--- config.mk ---
export PLATFORM = sky130hd
export DESIGN_NAME = xbus_buf
export DESIGN_NICKNAME = d
export VERILOG_FILES = /design/src/rtl/xbus_buf.sv
export SDC_FILE = /design/constraint.sdc
export NUM_CORES = 1
export LEC_CHECK = 0
export ABC_AREA = 1
export BUFFER_PORTS_ARGS = -buffer_cell sky130_fd_sc_hd__buf_2
export CORE_MARGIN = 4
export CORE_UTILIZATION = 55
export DETAILED_ROUTE_END_ITERATION = 7
export GPL_ROUTABILITY_DRIVEN = 0
export GPL_TIMING_DRIVEN = 1
export MAX_ROUTING_LAYER = met4
export PLACE_DENSITY = 0.82
export RECOVER_POWER = 25
export SETUP_SLACK_MARGIN = 0.05
export SLEW_MARGIN = 20
export SYNTH_ARGS = -nofsm -noshare
export SYNTH_HDL_FRONTEND = slang
export SYNTH_SLANG_ARGS = --single-unit
--- constraint.sdc ---
create_clock -name clk_i -period 4.35 [get_ports clk_i]
set_clock_uncertainty 0.15 [all_clocks]
set_input_delay 1.0875 -clock clk_i [delete_from_list [all_inputs] [get_ports clk_i]]
set_output_delay 1.0875 -clock clk_i [all_outputs]
set_load 0.02 [all_outputs]
--- src/rtl/xbus_buf.sv ---
`default_nettype none
// +--------------------------------------------------------------------------+
// | Module   : xbus_buf                                                       |
// | Purpose  : Request FIFO plus read-credit limiter between a tile xbus     |
// |            master and an xbar master port. It also registers the read    |
// |            response. Define XBUS_BUF_STATS_EN to add the stall_cnt_o     |
// |            host-stall counter.                                           |
// | Revision : 1.0  initial release                                          |
// +--------------------------------------------------------------------------+
module xbus_buf #(
  parameter int REQ_DEPTH = 4,
  parameter int MAX_RD    = 4
) (
  input  logic        clk_i,
  input  logic        arst_i,
  input  logic        host_req,
  input  logic        host_we,
  input  logic [31:0] host_addr,
  input  logic [3:0]  host_be,
  input  logic [31:0] host_wdata,
  output logic        host_ack,
  output logic        host_resp,
  output logic [31:0] host_rdata,
  output logic        bus_req,
  output logic        bus_we,
  output logic [31:0] bus_addr,
  output logic [3:0]  bus_be,
  output logic [31:0] bus_wdata,
  input  logic        bus_ack,
  input  logic        bus_resp,
  input  logic [31:0] bus_rdata
`ifdef XBUS_BUF_STATS_EN
  ,output logic [31:0] stall_cnt_o
`endif
);

  localparam int                 c_PTR_W  = $clog2(REQ_DEPTH);
  localparam int                 c_CNT_W  = c_PTR_W + 1;
  localparam logic [c_CNT_W-1:0] c_DEPTH  = c_CNT_W'(REQ_DEPTH);
  localparam logic [3:0]         c_MAX_RD = 4'(MAX_RD);
  localparam logic [c_PTR_W-1:0] c_PTR_1  = c_PTR_W'(1);
  localparam logic [c_CNT_W-1:0] c_CNT_1  = c_CNT_W'(1);

  logic               r_we_mem    [REQ_DEPTH];
  logic [31:0]        r_addr_mem  [REQ_DEPTH];
  logic [3:0]         r_be_mem    [REQ_DEPTH];
  logic [31:0]        r_wdata_mem [REQ_DEPTH];
  logic [c_PTR_W-1:0] r_wr_ptr;
  logic [c_PTR_W-1:0] r_rd_ptr;
  logic [c_CNT_W-1:0] r_cnt;
  logic [3:0]         r_rd_cnt;
  logic               r_host_resp;
  logic [31:0]        r_host_rdata;

  logic w_push;
  logic w_pop;
  logic w_rd_inc;
  logic w_rd_dec;

  // A full FIFO refuses the host even when the head pops in the same cycle.
  assign host_ack = arst_i & host_req & (r_cnt < c_DEPTH)
                    & (host_we | (r_rd_cnt < c_MAX_RD));

  assign w_push   = host_ack;
  assign w_pop    = bus_req & bus_ack;
  assign w_rd_inc = w_push & ~host_we;
  assign w_rd_dec = bus_resp & (r_rd_cnt != 4'd0);

  // Bus side is driven straight from FIFO storage, so no host_* input reaches it.
  assign bus_req   = (r_cnt != '0);
  assign bus_we    = r_we_mem[r_rd_ptr];
  assign bus_addr  = r_addr_mem[r_rd_ptr];
  assign bus_be    = r_be_mem[r_rd_ptr];
  assign bus_wdata = r_wdata_mem[r_rd_ptr];

  assign host_resp  = r_host_resp;
  assign host_rdata = r_host_rdata;

  always_ff @(posedge clk_i or negedge arst_i) begin
    if (!arst_i) begin
      for (int i = 0; i < REQ_DEPTH; i++) begin
        r_we_mem[i]    <= 1'b0;
        r_addr_mem[i]  <= 32'd0;
        r_be_mem[i]    <= 4'd0;
        r_wdata_mem[i] <= 32'd0;
      end
    end else if (w_push) begin
      r_we_mem[r_wr_ptr]    <= host_we;
      r_addr_mem[r_wr_ptr]  <= host_addr;
      r_be_mem[r_wr_ptr]    <= host_be;
      r_wdata_mem[r_wr_ptr] <= host_wdata;
    end
  end

  always_ff @(posedge clk_i or negedge arst_i) begin
    if (!arst_i) begin
      r_wr_ptr <= '0;
      r_rd_ptr <= '0;
      r_cnt    <= '0;
    end else begin
      if (w_push) r_wr_ptr <= r_wr_ptr + c_PTR_1;
      if (w_pop)  r_rd_ptr <= r_rd_ptr + c_PTR_1;
      case ({w_push, w_pop})
        2'b10:   r_cnt <= r_cnt + c_CNT_1;
        2'b01:   r_cnt <= r_cnt - c_CNT_1;
        default: r_cnt <= r_cnt;
      endcase
    end
  end

  // A response arriving with no read outstanding leaves the credit count at zero.
  always_ff @(posedge clk_i or negedge arst_i) begin
    if (!arst_i) begin
      r_rd_cnt <= 4'd0;
    end else if (w_rd_inc && !bus_resp) begin
      r_rd_cnt <= r_rd_cnt + 4'd1;
    end else if (!w_rd_inc && w_rd_dec) begin
      r_rd_cnt <= r_rd_cnt - 4'd1;
    end
  end

  always_ff @(posedge clk_i or negedge arst_i) begin
    if (!arst_i) begin
      r_host_resp  <= 1'b0;
      r_host_rdata <= 32'd0;
    end else begin
      r_host_resp <= bus_resp;
      if (bus_resp) r_host_rdata <= bus_rdata;
    end
  end

`ifdef XBUS_BUF_STATS_EN
  logic [31:0] r_stall_cnt;

  always_ff @(posedge clk_i or negedge arst_i) begin
    if (!arst_i) begin
      r_stall_cnt <= 32'd0;
    end else if (host_req && !host_ack && (r_stall_cnt != 32'hFFFF_FFFF)) begin
      r_stall_cnt <= r_stall_cnt + 32'd1;
    end
  end

  assign stall_cnt_o = r_stall_cnt;
`endif

endmodule
`default_nettype wire

==> impl_metrics.py <==
metrics = {
    "route": {
        "vias_per_cell": 5.720,
        "first_iter_violations": 1421,
        "wl_um": 40470,
        "vias": 13157,
        "routedWlPerCell_um": 17.59,
        "drtAntennaViolNets": 0,
        "drc_errors": 0,
        "firstDrtPassIters": 5,
    },
    "clock_tree": {
        "h-tree-depth": 2,
        "clk_pin_slew_worst_paths_ns": 0.06,
        "cts_resized": 0,
        "clockRootBuffer": "clkbuf_16",
        "numCtsBuffers": 35,
        "clk-insertion-delay-late_ns": 0.51,
        "postCtsHoldBufs": 0,
        "post_cts_buffers": 0,
        "clockBufferDepth": 3,
        "cts_tree": "done",
        "cts_num_sinks": 320,
    },
    "placement": {
        "dp.cells": 2237,
        "hpwl_um": 22790,
        "io_buffer_count": 209,
    },
    "timing": {
        "worstMarginPinSlew_ns": 1.380,
        "period_needed_ns": 3.802,
        "hold_viol_final": 0,
        "fmax_mhz": 263.0,
        "hold_ws_ns": 0.2831,
        "slew-limit-headroom_pct": 8.012,
        "rsz0062_at_grt": "no",
        "setup-violations-final": 0,
        "layout_worst_path_cycle_share_pct": 87.41,
        "setup_tns_ns": 0,
        "slew_viol_final": 0,
    },
    "final_layout": {
        "area_delta_synth_final_pct": 15.10,
        "drive_gt1_share_pct": 13.52,
        "fin_cells": 2300,
        "multi_input_area_um2": 5857,
        "nFillCells": 2215,
        "fin_nets": 2054,
        "seq_area_um2": 8013,
    },
    "die": {
        "die_y_um": 170.7,
        "initial_core_util_pct": 55.90,
        "die_x_um": 170.7,
        "core.rowCount": 59,
        "io_pins": 210,
        "die-area_um2": 29150,
        "core_area_um2": 26060,
    },
    "grt": {
        "grt_start_max_net_pins": 172,
        "antenna_found_initial": 5,
        "grt_overflow_total": 0,
        "grt_pass1_vias": 12776,
        "grt_use_total_pct": 28.70,
        "grt_first_pass_wirelength_um": 66140,
    },
    "power": {
        "cellPowerDensity_nw_per_um2": 811.0,
        "power.leakage_nw": 8.369,
        "power_w": 0.01360,
        "ir_worst_vdd_v": 0.0005586,
    },
    "critical_path": {
        "arrival_ns": 2.56,
        "critPathMaxStageDelay_ns": 0.38,
        "path_buf_inv": 3,
        "cpMaxStageDelayCell": "nor2_1",
        "crit_chain": "buf_8, nand2_1, nor2_1, nand2_8, inv_1, buf_2",
        "required_ns": 3.11,
        "crit_family": "simple AND/OR/NAND/NOR gates",
        "worst_setup_path_end_kind": "primary output",
        "worstSetupStartpointType": "primary input",
        "path_class": "primary input to primary output",
        "crit_fanout": 67,
    },
    "logic_synthesis": {
        "yosys.area.top_type": "dfrtp_1",
        "synth-seq-cells": 320,
        "netlist_area_um2": 14570,
        "yosysSeqAreaShare_pct": 54.97,
        "synthFlopType": "dfrtp_1",
        "yosys_warnings": 0,
        "synthArstFlopShare_pct": 100.0,
        "synth-edff-count": 0,
        "ys_types": 25,
        "synth_top_cell_area_share_pct": 54.97,
        "syn_area_per_cell_um2": 8.079,
        "ys_top_cells_by_area": "dfrtp_1, nand2_1, o21ai_1",
        "synth_cells": 1803,
        "syn-num-nets": 1918,
    },
    "run": {
        "maxCapViolCount": 0,
    },
    "min_path": {
        "hold_class": "primary input to async pin",
    },
    "run_status": {
        "status": "finished clean",
    },
}
[final timing paths]
check / cells after the start / start / slack (ns) / end
worst min-delay path: 1 / arst_i / 0.28 / host_rdata[10]$_DFFE_PN0P_
worst max register to register: 8 / r_wr_ptr[0]$_DFFE_PN0P_ / 2.00 / r_wdata_mem[60]$_DFFE_PN0P_
worst max-delay path: 6 / arst_i / 0.55 / host_ack
worst min register to register: 2 / r_addr_mem[62]$_DFFE_PN0P_ / 0.32 / r_addr_mem[62]$_DFFE_PN0P_
max in group asynchronous: 3 / arst_i / 1.93 / r_wdata_mem[75]$_DFFE_PN0P_
min in group clk_i: 2 / r_addr_mem[62]$_DFFE_PN0P_ / 0.32 / r_addr_mem[62]$_DFFE_PN0P_
[layer usage]
metal / routed length [um] / vias up / GRT usage [%]
met1: 16790 / 6287 / 39.17
met5: 0 / - / -
met4: 723 / 0 / 8.090
met2: 19440 / 633 / 45.00
li1: - / 6168 / -
met3: 3517 / 69 / 4.852
[cells by family (layout without fill, tap and decap cells)]
| group | Yosys count | in the layout | synth area share (%) |
|---|---|---|---|
| AO/OA/AOI/OAI | 489 | 489 | 17.49 |
| XOR/XNOR | 5 | 5 | 0.3006 |
| adder cells (fa/ha/maj) | 9 | 9 | 0.8761 |
| buffers and inverters | 158 | 315 | 4.930 |
| flip-flops | 320 | 320 | 54.97 |
| other | 0 | 5 | 0 |
| AND/OR/NAND/NOR | 822 | 822 | 21.43 |
[synthesized netlist by cell type, drive strengths merged (3+ instances only)]
| cell | number |
|---|---|
| inv | 21 |
| o21ai | 414 |
| buf | 93 |
| o21a | 4 |
| dfrtp | 320 |
| nand3 | 3 |
| clkbuf | 44 |
| ha | 7 |
| xor2 | 4 |
| o22ai | 69 |
| nor2 | 150 |
| nand2 | 668 |
[through the flow]
| step | setup WS (ns) | util [%] | cell area, um2 |
|---|---|---|---|
| 2_1_floorplan | 1.370 | - | 14570 |
| 3_3_place_gp | 0.6696 | 60.22 | 15690 |
| 3_5_place_dp | 0.6636 | 60.22 | 15690 |
| 4_1_cts | 0.6616 | 64.48 | 16800 |
| 5_1_grt | 0.3204 | 64.34 | 16770 |
| 6_report | 0.5478 | 64.34 | 16770 |
[layout by cell type (no fill, tap or decap), types with 2 or more instances in the layout]
master / n
a21oi_1: 2
buf_12: 5
buf_2: 174
buf_4: 21
bufinv_16: 2
clkbuf_1: 44
clkbuf_16: 37
clkbuf_8: 4
clkinv_2: 5
dfrtp_1: 318
diode_2: 5
fa_1: 2
ha_1: 7
inv_1: 14
inv_2: 6
nand2_1: 667
nand3_1: 3
nor2_1: 146
nor2_4: 4
o21a_1: 4
o21ai_0: 164
o21ai_1: 249
o22ai_1: 69
xor2_1: 4
[power breakdown]
| group | internal [W] | leakage, nW | switching (W) |
|---|---|---|---|
| sequential | 0.00425 | 4.04 | 0.000636 |
| clock | 0.00174 | 0.548 | 0.00115 |
| combinational | 0.00178 | 3.78 | 0.00404 |
| total | 0.00777 | 8.37 | 0.00583 |
[registers in the layout (all words and copies together), names as in the netlist]
| register | flops |
|---|---|
| r_rd_ptr | 2 |
| r_be_mem | 16 |
| r_wdata_mem | 128 |
| r_we_mem | 4 |
| r_addr_mem | 128 |
| r_rd_cnt | 4 |
| host_resp | 1 |
| host_rdata | 32 |
| r_wr_ptr | 2 |
| r_cnt | 3 |
[final cells by class]
cell class,count,area share (%)
Antenna cell,5,0.07463
Timing Repair Buffer,236,7.604
Clock inverter,8,0.5597
Inverter,21,0.4851
Multi-Input combinational cell,1325,34.93
Tap cell,335,2.500
Sequential cell,320,47.79
Clock buffer,50,6.052
No activity file was read; power rests on OpenSTA's default activity.
